`config.mk`:
```
export PLATFORM = sky130hd
export DESIGN_NAME = tx_iq_scale_ctrl
export DESIGN_NICKNAME = d
export VERILOG_FILES = /design/src/rtl/tx_iq_scale_pkg.sv /design/src/rtl/tx_iq_scale_lane.sv /design/src/rtl/tx_iq_scale_ctrl.sv
export SDC_FILE = /design/constraint.sdc
export NUM_CORES = 1
export LEC_CHECK = 0
export ABC_AREA = 1
export CORE_MARGIN = 2
export CORE_UTILIZATION = 30
export CTS_CLUSTER_SIZE = 10
export DETAILED_ROUTE_END_ITERATION = 10
export HOLD_SLACK_MARGIN = 0.15
export PLACE_DENSITY_LB_ADDON = 0.12
export SLEW_MARGIN = 0
export SYNTH_ARGS = -nofsm -noshare
export SYNTH_HDL_FRONTEND = slang
export SYNTH_SLANG_ARGS = --single-unit
```
`constraint.sdc`:
```
create_clock -name clk -period 2.3 [get_ports clk]
set_input_delay 0.23 -clock clk [delete_from_list [all_inputs] [get_ports clk]]
set_output_delay 0.23 -clock clk [all_outputs]
set_load 0.05 [all_outputs]
```
`src/rtl/tx_iq_scale_pkg.sv`:
```
// Shared constants and FSM state type for the TX IQ amplitude scaling controller.
package tx_iq_scale_pkg;

    localparam logic [1:0] SEG_STF  = 2'd0;
    localparam logic [1:0] SEG_LTF  = 2'd1;
    localparam logic [1:0] SEG_SIG  = 2'd2;
    localparam logic [1:0] SEG_DATA = 2'd3;

    // The code-to-shift mapping is deliberately not monotonic.
    localparam logic [1:0] SC_X1   = 2'b00;
    localparam logic [1:0] SC_DIV8 = 2'b01;
    localparam logic [1:0] SC_DIV2 = 2'b10;
    localparam logic [1:0] SC_DIV4 = 2'b11;

    typedef enum logic {
        ST_IDLE   = 1'b0,
        ST_ACTIVE = 1'b1
    } state_t;

endpackage

```
`src/rtl/tx_iq_scale_lane.sv`:
```
// One combinational scaling lane: arithmetic right shift selected by a 2-bit code.
// TX_IQ_SCALE_ROUND_EN selects round-half-up instead of truncation toward -inf.
module tx_iq_scale_lane
    import tx_iq_scale_pkg::*;
#(
    parameter int IQ_W = 16
) (
    input  logic [IQ_W-1:0] i_x,
    input  logic [1:0]      i_code,
    output logic [IQ_W-1:0] o_y
);

    logic [IQ_W-1:0] w_d2;
    logic [IQ_W-1:0] w_d4;
    logic [IQ_W-1:0] w_d8;

`ifdef TX_IQ_SCALE_ROUND_EN
    // One extra bit of headroom, so adding the rounding constant cannot wrap.
    logic signed [IQ_W:0] w_ext;
    assign w_ext = $signed({i_x[IQ_W-1], i_x});
    assign w_d2  = IQ_W'((w_ext + $signed((IQ_W+1)'(1))) >>> 1);
    assign w_d4  = IQ_W'((w_ext + $signed((IQ_W+1)'(2))) >>> 2);
    assign w_d8  = IQ_W'((w_ext + $signed((IQ_W+1)'(4))) >>> 3);
`else
    assign w_d2 = IQ_W'($signed(i_x) >>> 1);
    assign w_d4 = IQ_W'($signed(i_x) >>> 2);
    assign w_d8 = IQ_W'($signed(i_x) >>> 3);
`endif

    always_comb begin
        case (i_code)
            SC_DIV8: o_y = w_d8;
            SC_DIV2: o_y = w_d2;
            SC_DIV4: o_y = w_d4;
            default: o_y = i_x;
        endcase
    end

endmodule

```
`src/rtl/tx_iq_scale_ctrl.sv`:
```
// Per-packet IQ scaling controller: segment-selected shift codes, double-buffered config,
// valid/ready stream with one registered output stage. Option: TX_IQ_SCALE_ROUND_EN.
module tx_iq_scale_ctrl
    import tx_iq_scale_pkg::*;
#(
    parameter int IQ_W  = 16,
    parameter int CNT_W = 16
) (
    input  logic             clk,
    input  logic             rstn,
    input  logic             in_valid,
    output logic             in_ready,
    input  logic [IQ_W-1:0]  in_i,
    input  logic [IQ_W-1:0]  in_q,
    input  logic [1:0]       in_seg,
    input  logic             in_sop,
    input  logic             in_eop,
    output logic             out_valid,
    input  logic             out_ready,
    output logic [IQ_W-1:0]  out_i,
    output logic [IQ_W-1:0]  out_q,
    output logic             out_sop,
    output logic             out_eop,
    input  logic [7:0]       cfg_shift,
    input  logic             cfg_load,
    output logic             busy,
    output logic [CNT_W-1:0] pkt_cnt,
    output logic             err_sticky
);

    state_t           r_state, w_state_nxt;
    logic [7:0]       r_shadow;
    logic [7:0]       r_active, w_active_nxt;
    logic [CNT_W-1:0] r_cnt, w_cnt_nxt;
    logic             r_err, w_err_nxt;
    logic             r_out_valid;
    logic [IQ_W-1:0]  r_out_i, r_out_q;
    logic             r_out_sop, r_out_eop;

    logic             w_accept;
    logic             w_accept_sop;
    logic [7:0]       w_sop_codes;
    logic [7:0]       w_codes;
    logic [1:0]       w_code;
    logic [IQ_W-1:0]  w_scaled_i, w_scaled_q;

    assign in_ready     = !r_out_valid || out_ready;
    assign w_accept     = in_valid && in_ready;
    assign w_accept_sop = w_accept && in_sop;

    // A config strobe coinciding with sop bypasses the shadow and lands in the new packet.
    assign w_sop_codes = cfg_load ? cfg_shift : r_shadow;
    assign w_codes     = w_accept_sop ? w_sop_codes : r_active;

    always_comb begin
        case (in_seg)
            SEG_STF: w_code = w_codes[1:0];
            SEG_LTF: w_code = w_codes[3:2];
            SEG_SIG: w_code = w_codes[5:4];
            default: w_code = w_codes[7:6];
        endcase
    end

    tx_iq_scale_lane #(.IQ_W(IQ_W)) u_lane_i (
        .i_x    (in_i),
        .i_code (w_code),
        .o_y    (w_scaled_i)
    );

    tx_iq_scale_lane #(.IQ_W(IQ_W)) u_lane_q (
        .i_x    (in_q),
        .i_code (w_code),
        .o_y    (w_scaled_q)
    );

    always_comb begin
        // NOTE: every output of this block gets a default first, so no path can infer a latch.
        w_state_nxt  = r_state;
        w_active_nxt = r_active;
        w_cnt_nxt    = r_cnt;
        w_err_nxt    = r_err;
        case (r_state)
            ST_IDLE: begin
                if (w_accept) begin
                    if (in_sop) begin
                        w_active_nxt = w_sop_codes;
                        w_cnt_nxt    = CNT_W'(1);
                        w_state_nxt  = in_eop ? ST_IDLE : ST_ACTIVE;
                    end else begin
                        w_err_nxt = 1'b1;
                    end
                end
            end
            ST_ACTIVE: begin
                if (w_accept) begin
                    if (in_sop) begin
                        w_err_nxt    = 1'b1;
                        w_active_nxt = w_sop_codes;
                        w_cnt_nxt    = CNT_W'(1);
                    end else if (r_cnt != {CNT_W{1'b1}}) begin
                        w_cnt_nxt = r_cnt + CNT_W'(1);
                    end
                    if (in_eop) begin
                        w_state_nxt = ST_IDLE;
                    end
                end
            end
            default: w_state_nxt = ST_IDLE;
        endcase
    end

    // NOTE: sequential state uses non-blocking assignments so every register samples pre-edge values.
    always_ff @(posedge clk or negedge rstn) begin
        if (!rstn) begin
            r_state  <= ST_IDLE;
            r_shadow <= 8'h00;
            r_active <= 8'h00;
            r_cnt    <= '0;
            r_err    <= 1'b0;
        end else begin
            r_state  <= w_state_nxt;
            r_active <= w_active_nxt;
            r_cnt    <= w_cnt_nxt;
            r_err    <= w_err_nxt;
            if (cfg_load) begin
                r_shadow <= cfg_shift;
            end
        end
    end

    always_ff @(posedge clk or negedge rstn) begin
        if (!rstn) begin
            r_out_valid <= 1'b0;
            r_out_i     <= '0;
            r_out_q     <= '0;
            r_out_sop   <= 1'b0;
            r_out_eop   <= 1'b0;
        end else if (in_ready) begin
            r_out_valid <= in_valid;
            if (in_valid) begin
                r_out_i   <= w_scaled_i;
                r_out_q   <= w_scaled_q;
                r_out_sop <= in_sop;
                r_out_eop <= in_eop;
            end
        end
    end

    assign out_valid  = r_out_valid;
    assign out_i      = r_out_i;
    assign out_q      = r_out_q;
    assign out_sop    = r_out_sop;
    assign out_eop    = r_out_eop;
    assign busy       = (r_state == ST_ACTIVE);
    assign pkt_cnt    = r_cnt;
    assign err_sticky = r_err;

endmodule

```
==> results.yml <==
critical_path:
  cp_max_fo: 20
  cp_num_buf_inv: 2
  crit_type: "reg -> reg"
  r2r_start: "pkt_cnt[0]$_DFFE_PN0P_"
  crit_path_top_delay_cell: "dfrtp_2"
  crit_path_frequent_cell: "nand2_1"
  path_cells: "ha_4 -> nand2_1 -> nor2_2 -> nand2_2 -> nor2_4 -> nand2_2 -> nor3_4 -> nand3_1 -> nand2_2 -> inv_1 -> buf_12 -> nand2_1 -> nand2_1 -> nand2_1 -> nor2_1"
  r2r-end: "pkt_cnt[2]$_DFFE_PN0P_"
  path_delay_family: "simple AND/OR/NAND/NOR gates"
  end_kind: "register"
  r2r_cells: 15
  startpoint_type: "register"
  r2r_setup_slack_ps: 170
  crit_path_max_incr_delay_ps: 410
  arrival_ps: 2350
  required_ps: 2520
power_and_ir_drop:
  pwr_density_cell_mw_per_mm2: 815.8
  ir_drop_uv: 389.8
  leakage_uw: 0.002878
  power_uw: 4799
timing:
  setup-tns-final_ps: 0
  hold_viol: 0
  finalCriticalPeriod_ps: 2132
  rsz0062_at_grt: "false"
  slew_violations: 0
  max_freq_mhz: 469.1
  setup_viol: 0
  clock_skew_ps: 8.722
  worstMarginPinSlew_ps: 582.9
  maxSlewHeadroom: 0.6102
  finalCritPeriodShare: 0.9269
min_path:
  min_path_type: "in -> async"
logic_synthesis:
  syn_inst: 593
  synth-xor-area-share: 0.008306
  synth_top_family_by_area: "simple AND/OR/NAND/NOR gates"
  syn_nets: 645
  synth_top_area_cell: "dfrtp_1"
  synth.area.top_cells: "dfrtp_1, nand2_1, nand3_1"
  synth.avg_cell_area_um2: 7.113
  synth-seq-area-share: 0.4094
  yosys_warnings: 0
  synth_compound_area_frac: 0.1077
  yosys_register_bits: 69
  synth_cell_type_count: 36
  yosysTopAreaCellShare: 0.4094
  synth-simple-area-share: 0.3468
  synthAdderAreaFrac: 0.008899
  synthMuxAreaShare: 0
  synth_area_mm2: 0.004218
placement:
  place_congestion: 0.8830
  port_buffers: 102
  dp_hpwl_mm: 8.742
  dp.cells: 870
  placed_area_mm2: 0.005515
cells_and_area:
  final_nets: 757
  final_cells: 890
  antenna_cells: 0
  fillerInstances: 1430
  area_delta_synth_final_pct: 39.48
  layout-drive-gt1-share: 0.1014
  final_area_mm2: 0.005883
  final_util: 0.4255
run_status:
  status: "complete, no violations"
clock_network:
  clkLatencyLatePin_ps: 340
  path_clk_slew_ps: 60
  htree_num_levels: 3
  cts_buffers: 9
  clock_path_buffers: 2
  cts_tree: "built"
  cts_sinks: 69
  cts-root-buf: "clkbuf_16"
die:
  core-area_mm2: 0.01383
  num_rows: 43
  io_pins: 103
  die_w_um: 122.6
  die_area_mm2: 0.01502
  die_y_um: 122.6
  start_util: 0.3050
grt:
  grt_usage: 0.1688
  first_global_vias: 4060
  grt_pass1_wl_mm: 19.71
  overflow: 0
  antenna_found_initial: 0
  grt_max_degree: 39
run:
  max_cap_viol_count: 0
route:
  drtIter0Drc: 194
  firstDrtPassIters: 4
  wl_per_cell_um: 13.54
  drc: 0
  routed_via_density: 4.598
  wirelength_mm: 12.06
  vias: 4092
  antenna_left: 0
power breakdown:
group          internal (uW)  switching, uW
Sequential              1410            120
Combinational            668           1210
Clock                    879            516
Total                   2960           1840
final cells by class:
class	count	area (um^2)	area share
tap	180	225.2	0.03828
multi-input combinational	410	2028	0.3447
timing repair buffer	127	1269	0.2157
clock buffer	16	301.5	0.05125
sequential	69	1729	0.2939
inverter	88	330.3	0.05615
sequential cells by signal, summed over array words and instances, names as in the netlist:
register,count
r_shadow,8
pkt_cnt,16
r_active,8
out_i,16
out_valid,1
out_q,16
busy,1
err_sticky,1
out_eop,1
out_sop,1
what timing repair did:
| action | in CTS | in global routing |
|---|---|---|
| hold endpoints to repair | 36 | 0 |
| endpoints found under the setup margin | 0 | 13 |
| hold buffers | 1 | 0 |
| gates resized for setup | 0 | 8 |
| buffers inserted | 0 | 3 |
through the flow:
step	hold slack, ps	setup WS, ps
final	418.5	168.1
after global routing	467.5	20.74
after CTS	441.2	20.76
after detailed placement	254.5	12.96
after global placement	239.6	21.77
after floorplan	-65.59	78.30
cells by family (layout without fill, tap and decap cells):
kind of cell / count (synthesis) / in the layout
xor gates and xnor gates: 4 / 4
adders and majority gates: 3 / 3
and+or+nand+nor: 318 / 318
DFF: 69 / 69
buffers and inverters: 114 / 231
AOI/OAI and AO/OA: 85 / 85
layout by cell type (no fill, tap or decap), types with 2 or more instances in the layout:
cell type / count
dfrtp_1: 67
o21ai_0: 42
nand2_2: 5
nand2_4: 2
o21ai_1: 23
nor4_1: 3
inv_2: 4
dfrtp_2: 2
nand4_1: 4
buf_4: 21
nor2_4: 5
nand3b_1: 2
nand3_2: 6
xor2_1: 4
clkbuf_16: 9
ha_1: 2
a21oi_1: 9
inv_1: 84
nor3_1: 5
nor2_1: 21
nand3_1: 71
clkdlybuf4s50_1: 100
buf_12: 5
clkbuf_1: 2
clkbuf_8: 5
o21a_1: 7
nand2_1: 182
and2_1: 6
worst max-delay path by stage:
stage | start | to | slack (ps) | depth (start not counted)
floorplan | out_valid$_DFFE_PN0N_ | out_q[10]$_DFFE_PN0P_ | 80 | 13
global placement | cfg_load | out_i[14]$_DFFE_PN0P_ | 20 | 11
detailed placement | out_ready | out_i[8]$_DFFE_PN0P_ | 10 | 15
CTS | pkt_cnt[0]$_DFFE_PN0P_ | pkt_cnt[2]$_DFFE_PN0P_ | 20 | 15
global route | pkt_cnt[0]$_DFFE_PN0P_ | pkt_cnt[14]$_DFFE_PN0P_ | 20 | 15
finish | pkt_cnt[0]$_DFFE_PN0P_ | pkt_cnt[2]$_DFFE_PN0P_ | 170 | 15
per-layer routing:
layer	up-vias	routed length (um)	global-route usage	part of all wire
met1	1878	5773	0.2241	0.48
met2	98	5356	0.2601	0.44
li1	2102	-	-	-
met4	0	231	0.07543	0.019
met3	14	694	0.04089	0.058
met5	-	0	0	0
synth_stat cells (all sizes together):
master and number:
nand3b 2, and2 6, inv 88, a21oi 10, ha 3, nand4 6, or2 1, a31oi 1
nor2 27, clkbuf 10, o21bai 1, dfrtp 69, nand2 189, o21ai 65, o21a 7, buf 16
nand3 78, a31o 1, nor4 3, xor2 4, nor3 6
Power figures use the tool's default switching activity.
